## src/rtl/sdf_issue_scheduler.sv

```systemverilog
// Arbitrates new and feedback rays into the fixed-latency SDF pipeline and tags each point through it.
// Optional SDF_SCHED_PERF_EN adds saturating issue/bubble/starve counters.
module sdf_issue_scheduler #(
  parameter int          TAG_W        = 8,
  parameter int          SDF_LAT      = 12,
  parameter int          MAX_INFLIGHT = 13,
  parameter int          STARVE_LIMIT = 4,
  parameter logic [3:0]  POW_RESET    = 4'd2
) (
  input  logic                              clk,
  input  logic                              rst_n,
  input  logic                              new_valid,
  output logic                              new_ready,
  input  logic [26:0]                       new_x,
  input  logic [26:0]                       new_y,
  input  logic [26:0]                       new_z,
  input  logic [TAG_W-1:0]                  new_tag,
  input  logic                              fb_valid,
  output logic                              fb_ready,
  input  logic [26:0]                       fb_x,
  input  logic [26:0]                       fb_y,
  input  logic [26:0]                       fb_z,
  input  logic [TAG_W-1:0]                  fb_tag,
  output logic [26:0]                       sdf_x,
  output logic [26:0]                       sdf_y,
  output logic [26:0]                       sdf_z,
  output logic [3:0]                        sdf_pow,
  input  logic [26:0]                       sdf_dist,
  output logic                              res_valid,
  output logic [TAG_W-1:0]                  res_tag,
  output logic [26:0]                       res_x,
  output logic [26:0]                       res_y,
  output logic [26:0]                       res_z,
  output logic [26:0]                       res_dist,
  input  logic                              cfg_valid,
  input  logic [3:0]                        cfg_pow,
  output logic                              cfg_ready,
  output logic                              cfg_done,
  output logic [$clog2(MAX_INFLIGHT+1)-1:0] inflight
`ifdef SDF_SCHED_PERF_EN
  ,
  output logic [31:0]                       perf_issue,
  output logic [31:0]                       perf_bubble,
  output logic [31:0]                       perf_starve
`endif
);

  localparam int CNT_W = $clog2(MAX_INFLIGHT+1);
  localparam int STV_W = $clog2(STARVE_LIMIT+1);
  localparam logic [CNT_W-1:0] MAX_CNT = CNT_W'(MAX_INFLIGHT);
  localparam logic [STV_W-1:0] STV_MAX = STV_W'(STARVE_LIMIT);

  typedef enum logic [1:0] {RUN, DRAIN, APPLY} state_t;

  typedef struct packed {
    logic [TAG_W-1:0] tag;
    logic [26:0]      x;
    logic [26:0]      y;
    logic [26:0]      z;
  } pt_t;

  state_t           r_state, w_state_nxt;
  logic [CNT_W-1:0] r_inflight;
  logic [STV_W-1:0] r_starve;
  logic [3:0]       r_pending;
  logic [3:0]       r_sdf_pow;
  logic             r_cfg_done;
  logic [26:0]      r_sdf_x, r_sdf_y, r_sdf_z;
  logic [SDF_LAT:0] r_pipe_vld;
  pt_t              r_pipe [0:SDF_LAT];

  logic w_issue_ok, w_force_new, w_grant, w_cfg_acc;
  pt_t  w_sel;

  assign w_issue_ok  = (r_state == RUN) && (r_inflight < MAX_CNT);
  // Starvation override only bites while a new ray is actually waiting.
  assign w_force_new = (r_starve == STV_MAX) && new_valid;
  assign fb_ready    = w_issue_ok && fb_valid && !w_force_new;
  assign new_ready   = w_issue_ok && new_valid && (w_force_new || !fb_valid);
  assign w_grant     = fb_ready || new_ready;
  assign w_sel       = fb_ready ? pt_t'{fb_tag, fb_x, fb_y, fb_z}
                                : pt_t'{new_tag, new_x, new_y, new_z};
  assign cfg_ready   = (r_state == RUN);
  assign w_cfg_acc   = cfg_valid && cfg_ready;

  always_comb begin
    w_state_nxt = r_state;
    case (r_state)
      RUN:     if (w_cfg_acc) w_state_nxt = DRAIN;
      DRAIN:   if (r_inflight == '0) w_state_nxt = APPLY;
      APPLY:   w_state_nxt = RUN;
      default: w_state_nxt = RUN;
    endcase
  end

  always_ff @(posedge clk or negedge rst_n) begin
    if (!rst_n) begin
      r_state    <= RUN;
      r_inflight <= '0;
      r_starve   <= '0;
      r_pending  <= POW_RESET;
      r_sdf_pow  <= POW_RESET;
      r_cfg_done <= 1'b0;
      r_sdf_x    <= '0;
      r_sdf_y    <= '0;
      r_sdf_z    <= '0;
      r_pipe_vld <= '0;
    end else begin
      r_state    <= w_state_nxt;
      r_cfg_done <= (r_state == APPLY);
      r_pipe_vld <= {r_pipe_vld[SDF_LAT-1:0], w_grant};
      if (w_cfg_acc) r_pending <= cfg_pow;
      if (r_state == APPLY) r_sdf_pow <= r_pending;
      if (w_grant) begin
        r_sdf_x <= w_sel.x;
        r_sdf_y <= w_sel.y;
        r_sdf_z <= w_sel.z;
      end
      if (w_grant && !res_valid)      r_inflight <= r_inflight + CNT_W'(1);
      else if (!w_grant && res_valid) r_inflight <= r_inflight - CNT_W'(1);
      if (fb_ready && new_valid)       r_starve <= r_starve + STV_W'(1);
      else if (new_ready || !new_valid) r_starve <= '0;
    end
  end

  // Payload needs no reset: the valid bits alone qualify every stage.
  always_ff @(posedge clk) begin
    r_pipe[0] <= w_sel;
    for (int i = 1; i <= SDF_LAT; i++) r_pipe[i] <= r_pipe[i-1];
  end

  assign sdf_x     = r_sdf_x;
  assign sdf_y     = r_sdf_y;
  assign sdf_z     = r_sdf_z;
  assign sdf_pow   = r_sdf_pow;
  assign cfg_done  = r_cfg_done;
  assign inflight  = r_inflight;
  assign res_valid = r_pipe_vld[SDF_LAT];
  assign res_tag   = r_pipe[SDF_LAT].tag;
  assign res_x     = r_pipe[SDF_LAT].x;
  assign res_y     = r_pipe[SDF_LAT].y;
  assign res_z     = r_pipe[SDF_LAT].z;
  assign res_dist  = sdf_dist;

`ifdef SDF_SCHED_PERF_EN
  logic [31:0] r_perf_issue, r_perf_bubble, r_perf_starve;

  always_ff @(posedge clk or negedge rst_n) begin
    if (!rst_n) begin
      r_perf_issue  <= '0;
      r_perf_bubble <= '0;
      r_perf_starve <= '0;
    end else begin
      if (w_grant && r_perf_issue != '1) r_perf_issue <= r_perf_issue + 32'd1;
      if ((r_state == RUN) && !w_grant && r_perf_bubble != '1)
        r_perf_bubble <= r_perf_bubble + 32'd1;
      if (new_ready && w_force_new && fb_valid && r_perf_starve != '1)
        r_perf_starve <= r_perf_starve + 32'd1;
    end
  end

  assign perf_issue  = r_perf_issue;
  assign perf_bubble = r_perf_bubble;
  assign perf_starve = r_perf_starve;
`endif

endmodule

```

## config.mk

```make
export PLATFORM = sky130hd
export DESIGN_NAME = sdf_issue_scheduler
export DESIGN_NICKNAME = d
export VERILOG_FILES = /design/src/rtl/sdf_issue_scheduler.sv
export SDC_FILE = /design/constraint.sdc
export NUM_CORES = 1
export LEC_CHECK = 0
export CAP_MARGIN = 40
export CELL_PAD_IN_SITES_DETAIL_PLACEMENT = 1
export CELL_PAD_IN_SITES_GLOBAL_PLACEMENT = 2
export CORE_MARGIN = 3
export CORE_UTILIZATION = 40
export CTS_BUF_LIST = sky130_fd_sc_hd__clkbuf_8
export DETAILED_ROUTE_END_ITERATION = 10
export PLACE_DENSITY = 0.88
export SLEW_MARGIN = 10
export SYNTH_ARGS = -nofsm -noshare
export SYNTH_HDL_FRONTEND = slang
export SYNTH_SLANG_ARGS = --single-unit
```

## constraint.sdc

```tcl
create_clock -name clk -period 3.6 [get_ports clk]
set_input_delay 0.72 -clock clk [delete_from_list [all_inputs] [get_ports clk]]
set_output_delay 0.72 -clock clk [all_outputs]
set_load 0.1 [all_outputs]
```

* Yosys cells after proc, flatten, opt, wreduce, memory -nomap -nowiden
Memories as Yosys holds them, arrays and structs flattened.
Cells that the tools add are included.
** Storage, ports and cells
- Flip-flop bits (word level) :: 112
- RAM bits :: 1157
- Input port bits :: 214
- Output and inout bits :: 210
- Word-level logic and storage cells :: 51
- Memories :: 1
** Memory list
- r_pipe :: words 13, bits a word 89, read ports 13, clocked after memory_dff 0, wr ports 13, RTL line 70 : pt_t r_pipe [0:SDF_LAT];
** Cells by class
- $add $sub $neg :: 3
- Magnitude comparators :: 1
- Equality and inequality tests :: 5
- Multiplexer cells :: 8
- Reduce and logical (&&, ||, !) cells :: 23
** Operator list (count)
- 89-bit two-way mux :: 1
- 1-bit logical AND :: 10
- 4-bit two-way mux :: 2
- 3-bit two-way mux :: 2
- 1-bit zero test :: 5
- 4-bit by 1-bit adder with 4-bit output, second input constant :: 1
- 4-bit zero test :: 1
- 4-bit less-than comparator, second input constant :: 1
- 2-bit two-way mux :: 2
- 2-bit case mux with 2 select lines :: 1
- 2-bit nonzero test :: 2
- 4-bit by 1-bit subtractor with 4-bit output, second input constant :: 1
- 3-bit by 1-bit adder with 3-bit output, second input constant :: 1
- 3-bit equality test, second input constant :: 1
- 1-bit logical OR :: 3
- 2-bit by 1-bit equality test with 1-bit output, second input constant :: 1
- 2-bit equality test, second input constant :: 1
- 2-bit zero test :: 1
- 2-bit by 1-bit != test with 1-bit output, second input constant :: 1
- 2-bit != test, second input constant :: 1
- 2-bit AND reduction :: 1

* Logic depth before layout (Yosys ltp)
- Depth after elaboration :: 9
- Gate-level depth with buffers :: 10
- Gate-level depth less buffers :: 8

* Worst setup path after synthesis
OpenSTA, ideal clock, no wires.
- Kind :: reg-to-reg
- From :: reg r_inflight[0] (netlist: inflight[0])
- To :: reg r_inflight[3] (netlist: inflight[3])
- Library setup time :: 131 ps
- Data arrival time :: 3000 ps
- Required time :: 3469 ps
- Path slack :: 469 ps
- Cell stages (with the launch flop) :: 11
- Buffers on the path :: 2
- Clock period less this slack :: 3131 ps
- Cell sequence :: dfrtp_1 > o211ai_2 > o211a_1 > buf_2 > buf_2 > ha_1 > inv_1 > ha_1 > or4_1 > o211ai_1 > o211ai_1
** Between the ends
- Cells in the longest elaborated chain, start to end :: 8
- Elaborated cells between the ends (all ways) :: 15
- Classes of those cells :: add/sub (2); order compare (1); mux (2); reduce/logical (10)
** Ends and longest elaborated chain
- start, declared :: RTL line 63 : logic [CNT_W-1:0] r_inflight;
- start signal, assigned :: RTL line 119 : if (w_grant && !res_valid) r_inflight <= r_inflight + CNT_W'(1);
- start signal, assigned :: RTL line 120 : else if (!w_grant && res_valid) r_inflight <= r_inflight - CNT_W'(1);
- 4-bit less-than comparator * :: RTL line 75 : assign w_issue_ok = (r_state == RUN) && (r_inflight < MAX_CNT);
- 1-bit logical AND * :: RTL line 75
- 1-bit logical AND, on equally long branches (2 in a row) :: RTL line 78, 79
- 1-bit logical OR * :: RTL line 80 : assign w_grant = fb_ready || new_ready;
- net w_grant :: RTL line 72 : logic w_issue_ok, w_force_new, w_grant, w_cfg_acc;
- 1-bit zero test :: RTL line 120
- 1-bit logical AND :: RTL line 120
- 2-bit nonzero test (no line)
Mark *: on every way through the listed nets, which the timed path passes. The rest lies on a longest branch. The select of a mux whose other input is x is not followed.
A chain may end at the register's enable or synchronous reset.

* Final worst setup path
- From :: reg r_inflight[0] (netlist: inflight[0])
- To :: out new_ready
** Between the ends
- Cells in the longest elaborated chain, start to end :: 4
** Ends and longest elaborated chain
- 4-bit less-than comparator :: RTL line 75
- 1-bit logical AND :: RTL line 75
- 1-bit logical AND (2 in a row) :: RTL line 79 : assign new_ready = w_issue_ok && new_valid && (w_force_new || !fb_valid);
- end, declared :: RTL line 13 : output logic new_ready,
Every way passes these cells.

==> results.yml <==
place:
  place_congestion: 0.771
  port-buffer-count: 369
  dp_hpwl_um: 43300
sta:
  worst_slew_margin_rel_pct: 56.2
  setup_viol: 0
  timing.final.max_slew_violations: 0
  fin_setup_tns_ps: 0
  clock_skew_ps: 37.4
  hold_violations: 0
  rsz_0062_raised_after_global_routing: "false"
  max_freq_mhz: 296
  smallest_hold_slack_ps: 299
  finalCritPeriodShare_pct: 93.9
  worst-slew-pin-transition_ps: 657
  finalWorstPathRequiredPeriod_ps: 3380
setup_path:
  critical_path.endpoint_type: "output port"
  r2r-end: "inflight[3]$_DFFE_PN0P_"
  worstRegToRegCells: 8
  path_max_fanout: 45
  setup.worst_path.start_class: "flop"
  cp_slowest_cell: "sky130_fd_sc_hd__dfrtp_1"
  worstSetupPathType: "reg -> out"
  cp_slowest_stage_delay_ps: 500
  reg2reg_setup_slack_ps: 950
  arrival_time_worst_endpoint_ps: 2660
  worstSetupEndpoint: "new_ready"
  crit_path_cell_trace: "o211ai_4, clkbuf_8, and2_1, and3_1, buf_12"
  worstPathRequired_ps: 2880
  worst_r2r_startpoint: "inflight[0]$_DFFE_PN0P_"
  crit_path_start: "inflight[0]$_DFFE_PN0P_"
yosys:
  synthDistinctLibCells: 41
  synth_enable_flop_cells: 0
  syn-cell-area_um2: 30600
  yosys_most_used_dff: "sky130_fd_sc_hd__dfxtp_1"
  yosysSeqAreaShare_pct: 84.9
  synth.ff_latch_count: 1269
  synth_fp_nets: 2067
  postSynthAreaPerCell_um2: 16.6
  synth_top_area_share_pct: 75.7
  yosys_warnings: 0
  post_synth_inst_count: 1847
  yosys.cell_count.top_type: "sky130_fd_sc_hd__dfxtp_1"
  synth_largest_area_cell: "sky130_fd_sc_hd__dfxtp_1"
  ys_top_cells_by_area: "sky130_fd_sc_hd__dfxtp_1 76%, sky130_fd_sc_hd__dfrtp_1 9.0%, sky130_fd_sc_hd__mux2_1 3.2%, sky130_fd_sc_hd__o221a_2 3.0%, sky130_fd_sc_hd__buf_4 2.9%"
  synth-async-reset-ratio_pct: 8.83
  most_numerous_cell_types_in_the_synthesized_netlist: "1,157 x sky130_fd_sc_hd__dfxtp_1, 118 x sky130_fd_sc_hd__buf_4, 110 x sky130_fd_sc_hd__dfrtp_1"
clocking:
  tritoncts_clock_tree: "built"
  worst_setup_hold_path_clk_slew_ps: 60
  cts.path.max_buffers: 3
  clock_tree.root_cell: "sky130_fd_sc_hd__clkbuf_8"
  cts-buffers-inserted: 188
  cts.sinks: 1269
  cts_max_level: 4
  clkLatencyLatePin_ps: 790
global_routing:
  grt_total_usage_pct: 17.0
  grt_pass1_wl_um: 103000
  global_route.overflow_total: 0
  grt_antenna_before_repair: 3
  grt_max_degree: 89
  grt_pass1_vias: 18200
finish:
  area_growth_syn_to_layout_pct: 36.7
  nNetsFinal: 2627
  post_route_cells_drive_above_1_share_pct: 22.7
  fillCellCount: 6865
  utilization_pct: 55.7
hold_path:
  min-delay-path-class: "reg -> reg"
floorplanning:
  boundaryPins: 424
  floorplan.initialDensity_pct: 40.8
  fp.coreArea_um2: 75100
  core.rowCount: 100
  fp.dieW_um: 283
  dieArea_um2: 79800
  floorplan.die.height_um: 283
drt:
  route.vias.total: 15600
  avgViaCountPerCell: 4.42
  final_antenna_violating_net_count: 0
  firstDrtPassIters: 5
  route.detailed.wl_per_inst_um: 19.1
  drt_iter0_markers: 610
  aggregate_routed_wire_length_um: 67400
  drt_drc_violations_left: 0
power_and_ir_drop:
  p_per_area_nw_per_um2: 671
  ir_worst_vdd_uv: 295
  power.static_leakage_nw: 17.7
status:
  outcome: "finished, final reports clean"
flow_run:
  maxCapViolations: 0
## worst min-delay path by stage
stage,endpoint,start,depth (start not counted),slack (ps)
2_1_floorplan,r_pipe[0][100]$_DFF_P_,r_pipe[0][11]$_DFF_P_,0,310
3_3_place_gp,r_pipe[0][710]$_DFF_P_,r_pipe[0][621]$_DFF_P_,0,310
3_5_place_dp,r_pipe[0][109]$_DFF_P_,r_pipe[0][20]$_DFF_P_,0,310
4_1_cts,sdf_y[24]$_DFFE_PN0N_,rst_n,2,280
5_1_grt,sdf_y[20]$_DFFE_PN0N_,rst_n,2,300
6_report,r_pipe[0][369]$_DFF_P_,r_pipe[0][280]$_DFF_P_,0,300
## power by group
| part | internal [mW] | switching (mW) |
|---|---|---|
| logic | 0.509 | 0.648 |
| registers | 14.8 | 0.189 |
| clock network | 6.53 | 5.43 |
| total | 21.8 | 6.27 |
## timing repair
action,CTS,global route
pin swaps,0,1
resized for setup,1,2
hold endpoints to repair,18,0
setup buffers,0,1
setup endpoints to repair,2,1
hold buffers,1,0
## worst max-delay path, delay by kind of cell, from the launching register on
family / cells / cell delay (ps)
compound gates: 1 / 250
flops: 1 / 500
simple gates: 2 / 530
buf+inv: 2 / 580
## flip-flops by register name (all words and copies together), names as in the netlist
| name | cells |
|---|---|
| r_pipe | 1157 |
| sdf_x | 27 |
| sdf_y | 27 |
| sdf_z | 27 |
| r_pipe_vld | 13 |
| inflight | 4 |
| r_pending | 4 |
| sdf_pow | 4 |
| r_starve | 3 |
| r_state | 2 |
| cfg_done | 1 |
## per-stage QoR
step	instance area [um2]	setup WS [ps]	std cells	total power, mW
finish	41800	220	3535	28.1
global route	41800	23.9	3535	29.3
CTS	41800	9.77	3532	28.5
detailed placement	37700	420	3184	16.4
global placement	34400	552	3015	16.1
floorplan	30600	469	1847	15.8
## layer usage
metal | GRT usage [%] | vias to the layer above | part of all wire (%)
met5 | 0 | - | 0
met4 | 7.84 | 0 | 3.3
met3 | 4.82 | 165 | 5.4
met2 | 31.6 | 496 | 54
met1 | 17.5 | 7764 | 37
li1 | - | 7203 | -
## final cells by class
class / instances / area (um2) / share of cell area, %
Clock buffer: 233 / 3210 / 7.67
Clock inverter: 114 / 856 / 2.05
Tap cell: 969 / 1210 / 2.90
Timing Repair Buffer: 552 / 7130 / 17.1
Inverter: 6 / 22.5 / 0.0539
Antenna cell: 2 / 5.00 / 0.0120
Sequential cell: 1269 / 26000 / 62.1
Multi-Input combinational cell: 390 / 3410 / 8.17
## logic make-up after synthesis
| logic type | synth area share [%] |
|---|---|
| XOR/XNOR | 0.0573 |
| AND/OR/NAND/NOR | 3.79 |
| buffers and inverters | 4.05 |
| flip-flops | 84.9 |
| AO/OA/AOI/OAI | 3.31 |
| multiplexers | 3.64 |
| adder cells (fa/ha/maj) | 0.270 |
## cell usage in the layout (no fill, tap or decap), types with 22 or more instances in the layout
cell type	n
sky130_fd_sc_hd__nor2b_1	81
sky130_fd_sc_hd__buf_4	23
sky130_fd_sc_hd__buf_16	61
sky130_fd_sc_hd__mux2_1	86
sky130_fd_sc_hd__buf_8	107
sky130_fd_sc_hd__clkbuf_8	234
sky130_fd_sc_hd__clkinv_2	22
sky130_fd_sc_hd__nand4_1	83
sky130_fd_sc_hd__o221a_2	81
sky130_fd_sc_hd__dfrtp_1	110
sky130_fd_sc_hd__inv_1	69
sky130_fd_sc_hd__clkdlybuf4s50_1	351
sky130_fd_sc_hd__dfxtp_1	1157
Note: power is estimated with default switching activity, not from simulation.
